$ cat config.mk
export PLATFORM = sky130hd
export DESIGN_NAME = mem_bus_arbiter
export DESIGN_NICKNAME = d
export VERILOG_FILES = /design/src/rtl/mem_bus_arbiter_pkg.sv /design/src/rtl/mem_bus_arbiter_prio_sel.sv /design/src/rtl/mem_bus_arbiter.sv
export SDC_FILE = /design/constraint.sdc
export NUM_CORES = 1
export LEC_CHECK = 0
export CORE_AREA = 2 2 156 158
export CTS_CLUSTER_SIZE = 20
export DETAILED_ROUTE_END_ITERATION = 8
export DIE_AREA = 0 0 158 160
export GPL_ROUTABILITY_DRIVEN = 0
export GPL_TIMING_DRIVEN = 1
export PLACE_DENSITY = 0.63
export SYNTH_ARGS = -nofsm -noshare
export SYNTH_HDL_FRONTEND = slang
export SYNTH_SLANG_ARGS = --single-unit
$ cat constraint.sdc
create_clock -name clk -period 2 [get_ports clk]
set_input_delay 0.4 -clock clk [delete_from_list [all_inputs] [get_ports clk]]
set_output_delay 0.4 -clock clk [all_outputs]
set_load 0.03 [all_outputs]
$ cat src/rtl/mem_bus_arbiter_pkg.sv
// mem_bus_arbiter_pkg: shared fsm states, grant codes and ctrl handshake constants
package mem_bus_arbiter_pkg;
  typedef enum logic [1:0] {IDLE = 2'd0, BUSY = 2'd1, DONE = 2'd2} state_t;
  localparam logic [1:0] GNT_M0 = 2'd0;
  localparam logic [1:0] GNT_M1 = 2'd1;
  localparam logic [1:0] GNT_M2 = 2'd2;
  localparam logic [1:0] GNT_NONE = 2'd3;
  localparam logic RIB_REQ = 1'b1;
  localparam logic [2:0] HOLD_ID = 3'b011;
endpackage

$ cat src/rtl/mem_bus_arbiter_prio_sel.sv
// arb_prio_sel: m2-first winner pick with alternating m0/m1 tie-break
module arb_prio_sel
  import mem_bus_arbiter_pkg::*;
(
  input  logic       req0,
  input  logic       req1,
  input  logic       req2,
  input  logic       last,
  output logic [1:0] grant
);
  always_comb grant = req2 ? GNT_M2 : (req0 && req1) ? (last ? GNT_M0 : GNT_M1) : req0 ? GNT_M0 : req1 ? GNT_M1 : GNT_NONE;
endmodule

$ cat src/rtl/mem_bus_arbiter.sv
// mem_bus_arbiter: serialises three masters onto one timed req/ack memory bus
module mem_bus_arbiter
  import mem_bus_arbiter_pkg::*;
#(
  parameter int AW = 32,
  parameter int DW = 32,
  parameter int TIMEOUT = 16
) (
  input  logic          clk,
  input  logic          rst,
  input  logic          m0_req_i,
  input  logic          m0_we_i,
  input  logic [AW-1:0] m0_addr_i,
  input  logic [DW-1:0] m0_wdata_i,
  output logic [DW-1:0] m0_rdata_o,
  output logic          m0_ack_o,
  input  logic          m1_req_i,
  input  logic          m1_we_i,
  input  logic [AW-1:0] m1_addr_i,
  input  logic [DW-1:0] m1_wdata_i,
  output logic [DW-1:0] m1_rdata_o,
  output logic          m1_ack_o,
  input  logic          m2_req_i,
  input  logic          m2_we_i,
  input  logic [AW-1:0] m2_addr_i,
  input  logic [DW-1:0] m2_wdata_i,
  output logic [DW-1:0] m2_rdata_o,
  output logic          m2_ack_o,
  output logic          s_req_o,
  output logic          s_we_o,
  output logic [AW-1:0] s_addr_o,
  output logic [DW-1:0] s_wdata_o,
  input  logic [DW-1:0] s_rdata_i,
  input  logic          s_ack_i,
  output logic [1:0]    grant_o,
  output logic          err_o,
  output logic          hold_req_o
);
  localparam int CW = $clog2(TIMEOUT);
  state_t state, state_nx;
  logic last, fin, timed_out, sel_we;
  logic [CW-1:0] cnt;
  logic [1:0] win;
  logic [AW-1:0] sel_addr;
  logic [DW-1:0] sel_wdata, rd;
  arb_prio_sel u_sel (
    .req0 (m0_req_i),
    .req1 (m1_req_i),
    .req2 (m2_req_i),
    .last (last),
    .grant(win)
  );
  always_comb begin
    timed_out = state == BUSY && !s_ack_i && cnt == CW'(TIMEOUT - 1);
    fin = (state == BUSY && s_ack_i) || timed_out;
    rd = (state == BUSY && s_ack_i && !s_we_o) ? s_rdata_i : '0;
    sel_we = win == GNT_M2 ? m2_we_i : win == GNT_M1 ? m1_we_i : m0_we_i;
    sel_addr = win == GNT_M2 ? m2_addr_i : win == GNT_M1 ? m1_addr_i : m0_addr_i;
    sel_wdata = win == GNT_M2 ? m2_wdata_i : win == GNT_M1 ? m1_wdata_i : m0_wdata_i;
    state_nx = state == IDLE ? (win == GNT_NONE ? IDLE : BUSY) : state == BUSY ? (fin ? DONE : BUSY) : IDLE;
    hold_req_o = m0_req_i && !(state == DONE && grant_o == GNT_M0);
  end
  always_ff @(posedge clk) state <= rst ? IDLE : state_nx;
  always_ff @(posedge clk) begin
    if (rst) begin
      grant_o <= GNT_NONE;
      last <= 1'b1;
      cnt <= '0;
      s_req_o <= 1'b0;
      s_we_o <= 1'b0;
      s_addr_o <= '0;
      s_wdata_o <= '0;
      m0_ack_o <= 1'b0;
      m1_ack_o <= 1'b0;
      m2_ack_o <= 1'b0;
      m0_rdata_o <= '0;
      m1_rdata_o <= '0;
      m2_rdata_o <= '0;
      err_o <= 1'b0;
    end else begin
      cnt <= state == BUSY ? cnt + CW'(1) : '0;
      err_o <= timed_out;
      m0_ack_o <= fin && grant_o == GNT_M0;
      m1_ack_o <= fin && grant_o == GNT_M1;
      m2_ack_o <= fin && grant_o == GNT_M2;
      m0_rdata_o <= (fin && grant_o == GNT_M0) ? rd : '0;
      m1_rdata_o <= (fin && grant_o == GNT_M1) ? rd : '0;
      m2_rdata_o <= (fin && grant_o == GNT_M2) ? rd : '0;
      if (state == IDLE && win != GNT_NONE) begin
        grant_o <= win;
        s_req_o <= RIB_REQ;
        s_we_o <= sel_we;
        s_addr_o <= sel_addr;
        s_wdata_o <= sel_wdata;
      end
      if (fin) s_req_o <= 1'b0;
      if (state == DONE) begin
        grant_o <= GNT_NONE;
        if (grant_o != GNT_M2) last <= grant_o == GNT_M1;
      end
    end
  end
endmodule

### Word level (Yosys, flattened, before mapping)

Cells that the tools add are included.

| word-level totals | value |
|---|---|
| flip-flop bits (word level) | 175 |
| output and inout bits | 169 |
| bits of input ports | 233 |

| cells by class | value |
|---|---|
| eq/ne operators | 10 |
| $add $sub $neg | 1 |
| bitwise gates (word level) | 4 |
| mux-type cells | 16 |
| reduce and logical (&&, ||, !) cells | 24 |

Operators by type and width:

| cell | count |
|---|---|
| 32-bit two-way mux | 5 |
| 2-bit two-way mux | 7 |
| 2-bit OR reduction | 6 |
| 1-bit logical AND | 11 |
| 2-bit == test (second input constant) | 4 |
| 2-bit by 1-bit == test with 1-bit output (second input constant) | 3 |
| 4-bit by 1-bit adder with 4-bit output (second input constant) | 1 |
| 4-bit == test (second input constant) | 1 |
| 2-bit zero test | 2 |
| 1-bit two-way mux | 4 |
| 2-bit inequality test (second input constant) | 2 |
| 1-bit inverter | 4 |
| 1-bit zero test | 3 |
| 2-bit AND reduction | 1 |
| 1-bit logical OR | 1 |

### Longest topological paths before layout

| depth | value |
|---|---|
| word-level depth | 7 |
| depth in mapped cells | 6 |
| gate-level depth less buffers | 4 |

### Hierarchy

From an unflattened synthesis, not the netlist that was laid out.

| unflattened totals | value |
|---|---|
| cell total of the unflattened synthesis | 666 |
| area total of the unflattened synthesis | 6,317.3 um^2 |

By module, submodules not included:

| module | times used | area an instance (um^2) | sequential area each (um^2) | cells each |
|---|---|---|---|---|
| mem_bus_arbiter | 1 | 6,294.8 | 3,503.4 | 663 |
| arb_prio_sel | 1 | 22.5 | 0.0 | 3 |

### Least setup slack after synthesis

Ideal clock, no wire load.

| timing path | value |
|---|---|
| path kind | register to output |
| from | register grant_o[1] |
| to | output port hold_req_o |
| path buffers | 0 |
| stages on the path, launching flop included | 3 |
| data required time | 1.600 ns |
| setup slack | 0.202 ns |
| data arrival time | 1.398 ns |
| cell sequence | dfxtp_1 -> nor2_1 -> a21boi_0 |

| between the ends | value |
|---|---|
| cells in the longest elaborated chain, start to end | 4 |

RTL lines:

| element | line | RTL |
|---|---|---|
| start, declared | mem_bus_arbiter.sv:35 | `output logic [1:0] grant_o,` |
| start signal, assigned | mem_bus_arbiter.sv:90 | `grant_o <= win;` |
| 2-bit zero test | mem_bus_arbiter.sv:61 | `hold_req_o = m0_req_i && !(state == DONE && grant_o == GNT_M0);` |
| 1-bit logical AND | mem_bus_arbiter.sv:61 |  |
| 1-bit zero test | mem_bus_arbiter.sv:61 |  |
| 1-bit logical AND | mem_bus_arbiter.sv:61 |  |
| end, declared | mem_bus_arbiter.sv:37 | `output logic hold_req_o` |

Every way passes these cells.

### Worst setup path in the final report

| timing path | value |
|---|---|
| from | register s_addr_o[3] |
| to | output port s_addr_o[3] |

RTL lines:

| element | line | RTL |
|---|---|---|
| start, declared | mem_bus_arbiter.sv:31 | `output logic [AW-1:0] s_addr_o,` |
| start signal, assigned | mem_bus_arbiter.sv:93 | `s_addr_o <= sel_addr;` |

No word-level cell between the ends.

==> impl_metrics.ini <==
[global_route]
first_global_vias = 7345
antenna_found_initial = 0
grt_usage = 0.210
grt_pass1_wl_mm = 41.1
grt_max_degree = 85
grt-ovfl-total = 0

[routing]
drt_wl_total_mm = 27.5
wl_met2_mm = 13.1
antenna_left = 0
viasPerCell = 5.00
routed.top_layer = met4
first_pass_iters = 5
met3WireLength_mm = 2.32
wl_per_cell_um = 18.8
initialDrtViolationCount = 340
wl_met1_mm = 11.2
drc = 0
dr_total_vias = 7316

[worst_setup_path]
reg2reg_depth = 4
crit_path_start_kind = flip-flop
critPathBufInv = 1
path_cells = clkdlybuf4s50_1
slowest_stage = clkdlybuf4s50_1
crit_required_ns = 1.60
rrSetupSlack_ns = 0.45
path_max_fanout = 2
reg2reg_to = m2_rdata_o[21]
arrival_ns = 1.54
crit_family = buffers and inverters
crit_type = reg2out
crit_path_end_kind = output port
r2r_start = state[1]
critPathMaxStageDelay_ns = 0.77

[sta]
max_freq_mhz = 515
layout_setup_ws_ns = 0.0574
fin_crit_sh = 0.971
setup_viol = 0
rsz0062_at_grt = no
tightestPinTransition_ns = 0.438
hold_viol = 0
fin_crit_ns = 1.94
fin_tns_setup_ns = 0
skew_ns = 0.0170
maxSlewViolCount = 0
slew-limit-headroom = 0.707

[synth]
syn-num-nets = 997
ys_top_cells_by_area = dfxtp_1 (49%), a221oi_1 (7.9%), o41ai_1 (7.9%)
syn_area_um2 = 7170
synth-simple-area-share = 0.210
ys_warn_count = 0
synth.distinct_cells = 43
synth_fa_ha_area_frac = 0.00174
synth_seq_cells = 175
yosysSeqAreaShare = 0.488
synth.area.mux_share = 0
synth_compound_area_frac = 0.238
syn_inst = 763
synth_top_family_by_area = compound AO/OA/AOI/OAI gates
synth-xor-area-share = 0.00244
synth.top_cell.area_share = 0.488
avgSynthCellArea_um2 = 9.40
synth_top_area_cell = dfxtp_1

[clock_network]
cts_buffers = 17
clk_latency_ns = 0.43
clk_pin_slew_ns = 0.08
clock-sinks = 175
cts_tree = built
cts_root_buf = clkbuf_16
cts_buffer_depth = 2
cts_htree_levels = 4

[placement]
dpl.hpwl_mm = 19.3
io_buffers = 401
post-place-ws_ns = 0.00654
placed_area_um2 = 11600

[worst_hold_path]
hold_depth = 3
hold_start = rst
hold_path_class = in2reg
hold_end = cnt[0]

[die]
initial_core_util = 0.301
core_um2 = 23800
die_w_um = 158
die_area_um2 = 25300
ioPinCount = 402
die_y_um = 160
row_count = 57

[power]
ir_drop_mv = 0.377
power_leakage_nw = 4.34
p_per_area_nw_per_um2 = 753

[outcome]
status = finished, final reports clean

[cells_and_area]
area_growth_pct = 69.6
nets = 1359
multi_input_comb_area_um2 = 3260
drive_above_1_share = 0.0773
num-fill-cells = 2270
regArea_um2 = 3500
postLayoutCellArea_um2 = 12200

[job]
cap_violations = 0
==> routing by layer <==
layer	up-vias	global-route usage
met3	45	0.0632
met2	332	0.356
met4	0	0.0835
met5	-	0
li1	3521	-
met1	3418	0.247
==> per-stage QoR <==
step / hold slack (ns) / util / cells / power [mW]
after floorplan: 0.418 / - / 763 / 4.77
after global placement: 0.433 / 0.486 / 1430 / 5.87
after global routing: 0.362 / 0.510 / 1462 / 9.50
after CTS: 0.351 / 0.510 / 1462 / 9.27
final: 0.373 / 0.511 / 1463 / 9.15
after detailed placement: 0.441 / 0.486 / 1430 / 5.88
==> synth_stat cells (all sizes together) <==
cell / count
a21o: 1
nand3b: 1
dfxtp: 175
o21bai: 1
a221o: 2
and3: 1
or3b: 1
a21bo: 1
o211ai: 65
a31oi: 1
nor3: 3
and2: 65
o41ai: 65
a211o: 1
a21oi: 1
inv: 3
a221oi: 65
clkbuf: 53
xor2: 1
or4b: 1
nor2b: 66
and2b: 2
xnor2: 1
nand3: 2
nor2: 105
or2: 2
o311a: 1
buf: 34
a21boi: 1
ha: 1
nand2: 36
or4: 1
nand2b: 2
or3: 2
==> tightest hold or removal path: cells and delay by family <==
| family | cells | cell delay, ns |
|---|---|---|
| buffers and inverters | 1 | 0.12 |
| AND/OR/NAND/NOR | 2 | 0.23 |
==> cells in the final DEF, fill, tap and decap left out, types with 2 or more instances in the layout <==
| cell | count |
|---|---|
| nand2_2 | 2 |
| a221oi_1 | 65 |
| nand2b_1 | 2 |
| o41ai_1 | 65 |
| nor2_1 | 93 |
| and2_1 | 65 |
| clkbuf_16 | 17 |
| buf_2 | 2 |
| nand3_1 | 2 |
| inv_1 | 2 |
| o211ai_1 | 65 |
| nor2b_1 | 66 |
| clkdlybuf4s50_1 | 395 |
| clkinv_8 | 3 |
| inv_6 | 4 |
| inv_8 | 4 |
| buf_12 | 14 |
| a221o_1 | 2 |
| clkinv_4 | 2 |
| dlygate4sd2_1 | 2 |
| and2b_2 | 2 |
| nor2_2 | 11 |
| nand2_1 | 34 |
| buf_4 | 17 |
| nor3_1 | 2 |
| dfxtp_1 | 174 |
==> kinds of logic after synthesis <==
logic type | after synthesis
and+or+nand+nor | 290
DFF | 175
adders and majority gates | 1
AOI/OAI and AO/OA | 205
xor gates and xnor gates | 2
buffers and inverters | 90
==> what timing repair did <==
action                                  in CTS  in global routing
gates resized for setup                      2                  1
gates cloned                                 0                  0
hold buffers                                 0                  0
buffers inserted                             0                  0
endpoints found under the setup margin       2                  1
==> report_power, final <==
part	internal (mW)	leakage, nW	switching, mW
Clock	1.70	0.289	1.67
Sequential	3.66	1.43	0.112
Combinational	0.989	2.62	1.03
==> how the worst max path moves through the flow <==
stage / from / endpoint / slack [ns] / cells past startpoint
3_3_place_gp: m0_req_i / s_wdata_o[12] / 0.03 / 5
3_5_place_dp: m0_req_i / s_wdata_o[12] / 0.007 / 5
4_1_cts: state[0] / hold_req_o / 0.03 / 3
2_1_floorplan: grant_o[1] / hold_req_o / 0.20 / 2
5_1_grt: state[1] / hold_req_o / 0.03 / 3
6_report: s_addr_o[3] / s_addr_o[3] / 0.06 / 1
==> area by class of cell <==
| cell class | instances | area share |
|---|---|---|
| antenna | 1 | 0.000206 |
| clock buffer | 18 | 0.0353 |
| clock inverter | 14 | 0.0134 |
| inverter | 3 | 0.00103 |
| multi-input combinational | 498 | 0.268 |
| sequential | 175 | 0.288 |
| tap | 324 | 0.0333 |
| timing repair buffer | 430 | 0.361 |
==> sequential cells by signal (all words and copies together), names as in the netlist, 2 cells and up <==
register / count
cnt: 4
m0_rdata_o: 32
state: 2
s_wdata_o: 32
m2_rdata_o: 32
s_addr_o: 32
grant_o: 2
m1_rdata_o: 32
Note: power is estimated with default switching activity, not from simulation.
